### config.mk
export PLATFORM = sky130hd
export DESIGN_NAME = alu_exec_ctrl
export DESIGN_NICKNAME = d
export VERILOG_FILES = /design/src/rtl/alu_pkg.sv /design/src/rtl/alu_op_decode.sv /design/src/rtl/alu_exec_ctrl.sv
export SDC_FILE = /design/constraint.sdc
export NUM_CORES = 1
export LEC_CHECK = 0
export CAP_MARGIN = 20
export CELL_PAD_IN_SITES_DETAIL_PLACEMENT = 1
export CELL_PAD_IN_SITES_GLOBAL_PLACEMENT = 2
export CORE_ASPECT_RATIO = 1.5
export CORE_MARGIN = 2
export CORE_UTILIZATION = 30
export CTS_BUF_LIST = sky130_fd_sc_hd__clkbuf_16
export DETAILED_ROUTE_END_ITERATION = 10
export HOLD_SLACK_MARGIN = 0.06
export PLACE_DENSITY_LB_ADDON = 0.1
export SKIP_LAST_GASP = 1
export SLEW_MARGIN = 10
export SYNTH_ARGS = -nofsm -noshare
export SYNTH_HDL_FRONTEND = slang
export SYNTH_SLANG_ARGS = --single-unit
### constraint.sdc
create_clock -name clk -period 5.7 [get_ports clk]
set_clock_uncertainty 0.05 [all_clocks]
set_input_delay 1.71 -clock clk [delete_from_list [all_inputs] [get_ports clk]]
set_output_delay 1.71 -clock clk [all_outputs]
set_load 0.005 [all_outputs]
### src/rtl/alu_pkg.sv
// Shared opcode encoding, FSM states and operation classes for the ALU
// execution sequencer.
package alu_pkg;

   localparam int unsigned OP_W   = 4;
   localparam int unsigned CTRL_W = 13;

   localparam logic [OP_W-1:0] OP_ADD  = 4'd0;
   localparam logic [OP_W-1:0] OP_SUB  = 4'd1;
   localparam logic [OP_W-1:0] OP_MUL  = 4'd2;
   localparam logic [OP_W-1:0] OP_DIV  = 4'd3;
   localparam logic [OP_W-1:0] OP_SHR  = 4'd4;
   localparam logic [OP_W-1:0] OP_SHRA = 4'd5;
   localparam logic [OP_W-1:0] OP_SHL  = 4'd6;
   localparam logic [OP_W-1:0] OP_ROR  = 4'd7;
   localparam logic [OP_W-1:0] OP_ROL  = 4'd8;
   localparam logic [OP_W-1:0] OP_AND  = 4'd9;
   localparam logic [OP_W-1:0] OP_OR   = 4'd10;
   localparam logic [OP_W-1:0] OP_NEG  = 4'd11;
   localparam logic [OP_W-1:0] OP_NOT  = 4'd12;

   typedef enum logic [2:0] {
      ST_IDLE,
      ST_LOAD,
      ST_EXEC,
      ST_WRITE,
      ST_DONE
   } state_t;

   typedef enum logic [1:0] {
      CLS_SIMPLE,
      CLS_MUL,
      CLS_DIV,
      CLS_ILLEGAL
   } op_class_t;

endpackage

### src/rtl/alu_op_decode.sv
// Combinational opcode decoder: one-hot ALU control, legality flag and
// cycle class.
module alu_op_decode
   import alu_pkg::*;
(
   input  logic [OP_W-1:0]   opcode_i,
   output logic [CTRL_W-1:0] onehot_o,
   output logic              legal_o,
   output op_class_t         op_class_o
);

   always_comb begin
      onehot_o   = '0;
      legal_o    = 1'b0;
      op_class_o = CLS_ILLEGAL;
      if (opcode_i <= OP_NOT) begin
         onehot_o = CTRL_W'(1) << opcode_i;
         legal_o  = 1'b1;
         case (opcode_i)
            OP_MUL:  op_class_o = CLS_MUL;
            OP_DIV:  op_class_o = CLS_DIV;
            default: op_class_o = CLS_SIMPLE;
         endcase
      end
   end

endmodule

### src/rtl/alu_exec_ctrl.sv
// Multi-cycle sequencer around the combinational ALU: latches operands, holds
// the one-hot control for a per-class number of cycles, then captures the result.
module alu_exec_ctrl
   import alu_pkg::*;
#(
   parameter int unsigned SIMPLE_CYCLES = 1,
   parameter int unsigned MUL_CYCLES    = 4,
   parameter int unsigned DIV_CYCLES    = 8
) (
   input  logic        clk,
   input  logic        clr,
   input  logic        start,
   input  logic [3:0]  opcode,
   input  logic [31:0] rega,
   input  logic [31:0] regb,
   output logic [31:0] alu_a,
   output logic [31:0] alu_b,
   output logic [12:0] alu_ctrl,
   input  logic [63:0] alu_c,
   output logic [31:0] z_hi,
   output logic [31:0] z_lo,
   output logic [31:0] hi,
   output logic [31:0] lo,
   output logic        busy,
   output logic        done,
   output logic        err
);

   localparam int unsigned MAX_A   = (SIMPLE_CYCLES > MUL_CYCLES) ? SIMPLE_CYCLES : MUL_CYCLES;
   localparam int unsigned MAX_CYC = (MAX_A > DIV_CYCLES) ? MAX_A : DIV_CYCLES;
   localparam int unsigned CNT_W   = (MAX_CYC > 1) ? $clog2(MAX_CYC) : 1;

   state_t            state_q;
   logic [OP_W-1:0]   op_q;
   logic [CNT_W-1:0]  cnt_q;
   logic [CNT_W-1:0]  cnt_load_d;
   logic              err_pend_q;
   logic [31:0]       a_q, b_q, zhi_q, zlo_q, hi_q, lo_q;
   logic [CTRL_W-1:0] ctrl_q;
   logic              busy_q, done_q, err_q;

   logic [CTRL_W-1:0] dec_onehot;
   logic              dec_legal;
   op_class_t         dec_class;
   logic              reject;

   alu_op_decode u_dec (
      .opcode_i   (op_q),
      .onehot_o   (dec_onehot),
      .legal_o    (dec_legal),
      .op_class_o (dec_class)
   );

   always_comb begin
      cnt_load_d = CNT_W'(SIMPLE_CYCLES - 1);
      case (dec_class)
         CLS_MUL: cnt_load_d = CNT_W'(MUL_CYCLES - 1);
         CLS_DIV: cnt_load_d = CNT_W'(DIV_CYCLES - 1);
         default: ;
      endcase
   end

   assign reject = !dec_legal || ((dec_class == CLS_DIV) && (b_q == '0));

   always_ff @(posedge clk or negedge clr) begin
      if (!clr) begin
         state_q    <= ST_IDLE;
         op_q       <= '0;
         cnt_q      <= '0;
         err_pend_q <= 1'b0;
         a_q        <= '0;
         b_q        <= '0;
         zhi_q      <= '0;
         zlo_q      <= '0;
         hi_q       <= '0;
         lo_q       <= '0;
         ctrl_q     <= '0;
         busy_q     <= 1'b0;
         done_q     <= 1'b0;
         err_q      <= 1'b0;
      end else begin
         done_q <= 1'b0;
         case (state_q)
            ST_IDLE: begin
               if (start) begin
                  a_q     <= rega;
                  b_q     <= regb;
                  op_q    <= opcode;
                  busy_q  <= 1'b1;
                  err_q   <= 1'b0;
                  state_q <= ST_LOAD;
               end
            end
            ST_LOAD: begin
               // Rejected ops linger one extra LOAD cycle so the error done
               // lands two edges after the start was sampled.
               if (reject) begin
                  if (err_pend_q) begin
                     err_pend_q <= 1'b0;
                     err_q      <= 1'b1;
                     done_q     <= 1'b1;
                     state_q    <= ST_DONE;
                  end else begin
                     err_pend_q <= 1'b1;
                  end
               end else begin
                  cnt_q   <= cnt_load_d;
                  ctrl_q  <= dec_onehot;
                  state_q <= ST_EXEC;
               end
            end
            ST_EXEC: begin
               if (cnt_q == '0) begin
                  state_q <= ST_WRITE;
               end else begin
                  cnt_q <= cnt_q - 1'b1;
               end
            end
            ST_WRITE: begin
               zhi_q <= alu_c[63:32];
               zlo_q <= alu_c[31:0];
               if ((dec_class == CLS_MUL) || (dec_class == CLS_DIV)) begin
                  hi_q <= alu_c[63:32];
                  lo_q <= alu_c[31:0];
               end
               ctrl_q  <= '0;
               done_q  <= 1'b1;
               state_q <= ST_DONE;
            end
            ST_DONE: begin
               busy_q  <= 1'b0;
               err_q   <= 1'b0;
               state_q <= ST_IDLE;
            end
            default: state_q <= ST_IDLE;
         endcase
      end
   end

   assign alu_a    = a_q;
   assign alu_b    = b_q;
   assign alu_ctrl = ctrl_q;
   assign z_hi     = zhi_q;
   assign z_lo     = zlo_q;
   assign hi       = hi_q;
   assign lo       = lo_q;
   assign busy     = busy_q;
   assign done     = done_q;
   assign err      = err_q;

endmodule

Word level (Yosys, flattened, before mapping)
Index checks and enable logic that the tools add are counted.
{ "word_totals": {"mem_bits_rw": 0, "output_inout_bits": 208, "ff_bits": 219, "in_bits": 135, "elab_cells": 76, "latch_bits": 0, "mem_count": 0, "rom_bits": 0} }
{ "classes": {"bitwise": 0, "mux": 25, "n_shift": 1, "n_lt_le_gt_ge": 1, "n_mul": 0, "div": 0, "n_addsub": 1, "n_reduce_logical": 19, "eq_ne": 15} }
{ "op_table": {"columns": ["op", "n"], "rows": [
  ["$logic_not A32 Y1", 1],
  ["$mux W13", 2],
  ["$pmux W13 S2", 1],
  ["$mux W3", 6],
  ["$shl A1 B4 Y13 const A", 1],
  ["$ne A2 B2 Y1 const B", 6],
  ["$pmux W3 S2", 2],
  ["$pmux W3 S4", 1],
  ["$reduce_and A2 Y1", 5],
  ["$eq A4 B2 Y1 const B", 2],
  ["$mux W1", 8],
  ["$eq A3 B2 Y1 const B", 2],
  ["$logic_not A3 Y1", 2],
  ["$reduce_and A3 Y1", 2],
  ["$reduce_bool A2 Y1", 3],
  ["$le A4 B4 Y1 const B", 1],
  ["$pmux W1 S2", 2],
  ["$pmux W2 S2", 1],
  ["$reduce_and A4 Y1", 1],
  ["$eq A3 B1 Y1 const B", 1],
  ["$eq A3 B3 Y1 const B", 1],
  ["$ne A3 B3 Y1 const B", 1],
  ["$pmux W1 S3", 1],
  ["$reduce_bool A3 Y1", 1],
  ["7 further kinds", 8]
]} }

Longest topological paths before layout
{ "depth": {"ltp_word": 8, "ltp_mapped": 11, "depth_no_buf": 9} }

Cells and area by module
A second synthesis with hierarchy kept.
{ "hier_totals": {"cells_unflattened": 562, "area_unflattened_um2": 8602.0} }
{ "modules_own_cells": {"columns": ["mod", "seq_area_each_um2", "area_per_inst_um2", "n_inst", "cells_each"], "rows": [
  ["alu_exec_ctrl", 5480.3, 8433.1, 1, 538],
  ["alu_op_decode", 0.0, 168.9, 1, 24]
]} }

Least setup slack after synthesis
Ideal clock, no wire load.
{ "synth_timing": {"path_type": "input -> register", "from": "in start", "to": "reg a_q[26] (netlist: alu_a[26])", "path_buffers": 2, "t_arrival_ns": 2.763, "setup_ns": 0.125, "slack_ns": 2.762, "required_ns": 5.525, "stages": 5, "cell_sequence": "nand2_1 > nor2_1 > buf_2 > buf_2 > mux2_2"} }
{ "synth_between": {"elab_chain_len": 1} }
{ "synth_lines": {"columns": ["item", "line_no", "rtl"], "rows": [
  ["start, declared", "alu_exec_ctrl.sv:12", "input logic start,"],
  ["$reduce_and A2 Y1 (no source line)", null, null],
  ["end signal, assigned", "alu_exec_ctrl.sv:86", "a_q <= rega;"],
  ["end, declared", "alu_exec_ctrl.sv:38", "logic [31:0] a_q, b_q, zhi_q, zlo_q, hi_q, lo_q;"]
]} }
No other way between the ends.
A chain may end at the register's enable or synchronous reset.

Worst setup path in the final report
{ "layout_timing": {"from": "in start", "to": "reg a_q[19] (netlist: alu_a[19])"} }
The elaborated chain is that of the path after synthesis.

==> impl_metrics.json <==
{
  "status": "completed",
  "fin_crit_ps": 3610,
  "dp_hpwl_um": 19400,
  "cts-root-buf": "clkbuf_16",
  "dr.pass1.iters": 4,
  "postRouteAntennaNets": 0,
  "tightest_slew_ps": 949,
  "cp.required_ps": 6050,
  "hold_violations": 0,
  "yosysUniqueCellTypes": 38,
  "postSynthCellCount": 549,
  "cts_tree": "built",
  "powerDensity_nw_per_um2": 584,
  "min_period_over_period": 0.633,
  "cts_hold_buf": 0,
  "vdd_ir_drop_max_v": 0.000275,
  "final_nets": 1037,
  "setup-violations-final": 0,
  "max-cap-violations": 0,
  "avgSynthCellArea_um2": 15.5,
  "avgViaCountPerCell": 4.78,
  "yosysWarnings": 0,
  "clkTransAtPathRegs_ps": 60,
  "critical-path-top-delay-family": "buffers and inverters",
  "detail_route.wl_per_cell_um": 20.9,
  "final_cells": 1266,
  "gp_congestion": 0.755,
  "r2r_setup_slack_ps": 2520,
  "drcViolationCount": 0,
  "ys.flop_type": "dfrtp_1",
  "area_delta_synth_final_pct": 55.0,
  "grt_pass1_vias": 6981,
  "relSlewSlack": 0.366,
  "cp.arrival_ps": 3950,
  "antenna_found_initial": 4,
  "setup_tns_ps": 0,
  "via_count": 6051,
  "drive_above_1_share": 0.275,
  "min_from": "z_hi[25]",
  "hold_depth": 1,
  "end_kind": "flop",
  "design_area_um2": 13200,
  "yosysTopAreaCell": "dfrtp_1",
  "htreeDepth": 1,
  "criticalPathCategory": "primary input to flop",
  "dpl_cell_area_um2": 12300,
  "syn_area_um2": 8500,
  "synth-seq-area-share": 0.645,
  "grt_use_total": 0.177,
  "path_buf_inv": 2,
  "die_w_um": 141,
  "hold_path_class": "flop to flop",
  "rows": 75,
  "core-area_um2": 28000,
  "slowest_stage": "nor2_4",
  "grt_pass1_wl_um": 40700,
  "dr.first_iter.drc_count": 123,
  "slew_viol_final": 0,
  "numCtsBuffers": 24,
  "critPathMaxFanout": 34,
  "routed_wl_um": 26500,
  "synthTopCellsByArea": "dfrtp_1 (64%), mux2_2 (27%), o21ai_0 (0.94%)",
  "synth.top_cell.area_share": 0.645,
  "fp.dieH_um": 210,
  "hold_end": "z_hi[25]",
  "grt_overflow_total": 0,
  "synth-edff-count": 0,
  "yosysMostFrequentCell": "dfrtp_1",
  "synth_seq_cells": 219,
  "cp-start-kind": "primary input",
  "clk_latency_ps": 520,
  "dpl.cell_count": 1218,
  "clk_path_buf_depth": 3,
  "synth_common_cells": "dfrtp_1 (219), mux2_2 (204), o21ai_0 (16)",
  "syn_nets": 687,
  "die_area_um2": 29700,
  "clock-sinks": 219,
  "cts.repair.resized": 0,
  "grt_max_degree": 96,
  "ios": 343,
  "cts_setup_buffers": 0,
  "async_flop_share": 1.00,
  "power.total_mw": 7.69,
  "initial_core_util": 0.304,
  "timing.rr.end": "cnt_q[2]",
  "crit_chain": "clkdlybuf4s50_1, nand2_1, nor2_4, buf_4, mux2_2",
  "static-leakage-power_nw": 5.46,
  "port_buffers": 342,
  "rr_worst_depth": 8,
  "rsz0062_at_grt": "no",
  "holdWs_ps": 453,
  "max_freq_mhz": 277,
  "timing.rr.start": "op_q[1]",
  "cp_slowest_stage_delay_ps": 730
}
[flip-flops by register name, summed over array words and instances (netlist names), 3 cells and up]
register / flops
alu_b: 32
z_lo: 32
state_q: 3
cnt_q: 3
hi: 32
lo: 32
alu_ctrl: 13
op_q: 4
z_hi: 32
alu_a: 32
[report_power, final]
group          leakage, nW  internal, mW  total (mW)  switching (mW)
Clock                0.411         0.968        1.58           0.614
Sequential            2.64          2.33        2.85           0.522
Combinational         2.40          2.13        3.26            1.13
[stage by stage]
step,worst slack [ps],utilization
after floorplan,2760,-
after detailed placement,1520,0.441
after CTS,2070,0.470
after global routing,1970,0.471
final,2090,0.471
after global placement,1650,0.441
[logic make-up (layout without fill, tap and decap cells)]
group	after synthesis	after routing	share of synthesized area
flip-flops	219	219	0.645
XOR/XNOR	1	1	0.00103
AO/OA/AOI/OAI	32	32	0.0244
multiplexers	207	207	0.274
buffers and inverters	32	399	0.0153
adder cells (fa/ha/maj)	3	3	0.00442
AND/OR/NAND/NOR	55	55	0.0359
other	0	4	0
[layout by cell type, fill, tap and decap left out, drive strengths merged, types with 3 or more instances in the layout]
cell type and n:
clkdlybuf4s50 341, inv 10, o41ai 5, o21ai 16, clkinv 10, clkbuf 26, nand2 10, mux2 205
nor3 8, bufinv 4, a21oi 3, nor4 11, buf 8, ha 3, dfrtp 219, diode 4
nor2 10
[layout make-up]
class,count,area (µm²)
repair buffers,350,3510
diodes,4,10.0
well taps,346,433
flip-flops and latches,219,5480
clock buffers,25,626
inverters,6,22.5
multi-input cells,298,2910
clock inverters,18,178
fillers,2830,14800
[metal layers]
layer  part of all wire  vias to the layer above  GRT usage
li1                   -                     2682          -
met1               0.33                     3118      0.180
met2               0.56                      206      0.335
met3              0.069                       45     0.0507
met4              0.035                        0     0.0745
met5                  0                        -          0
[how the worst max path moves through the flow]
| stage | slack, ps | endpoint | start | cells past startpoint |
|---|---|---|---|---|
| 2_1_floorplan | 2760 | alu_a[26] | start | 5 |
| 3_3_place_gp | 1650 | alu_a[17] | start | 5 |
| 3_5_place_dp | 1520 | alu_a[19] | start | 5 |
| 4_1_cts | 2070 | alu_a[19] | start | 5 |
| 5_1_grt | 1970 | alu_a[19] | start | 5 |
| 6_report | 2090 | alu_a[19] | start | 5 |
Note: power is estimated with default switching activity, not from simulation.
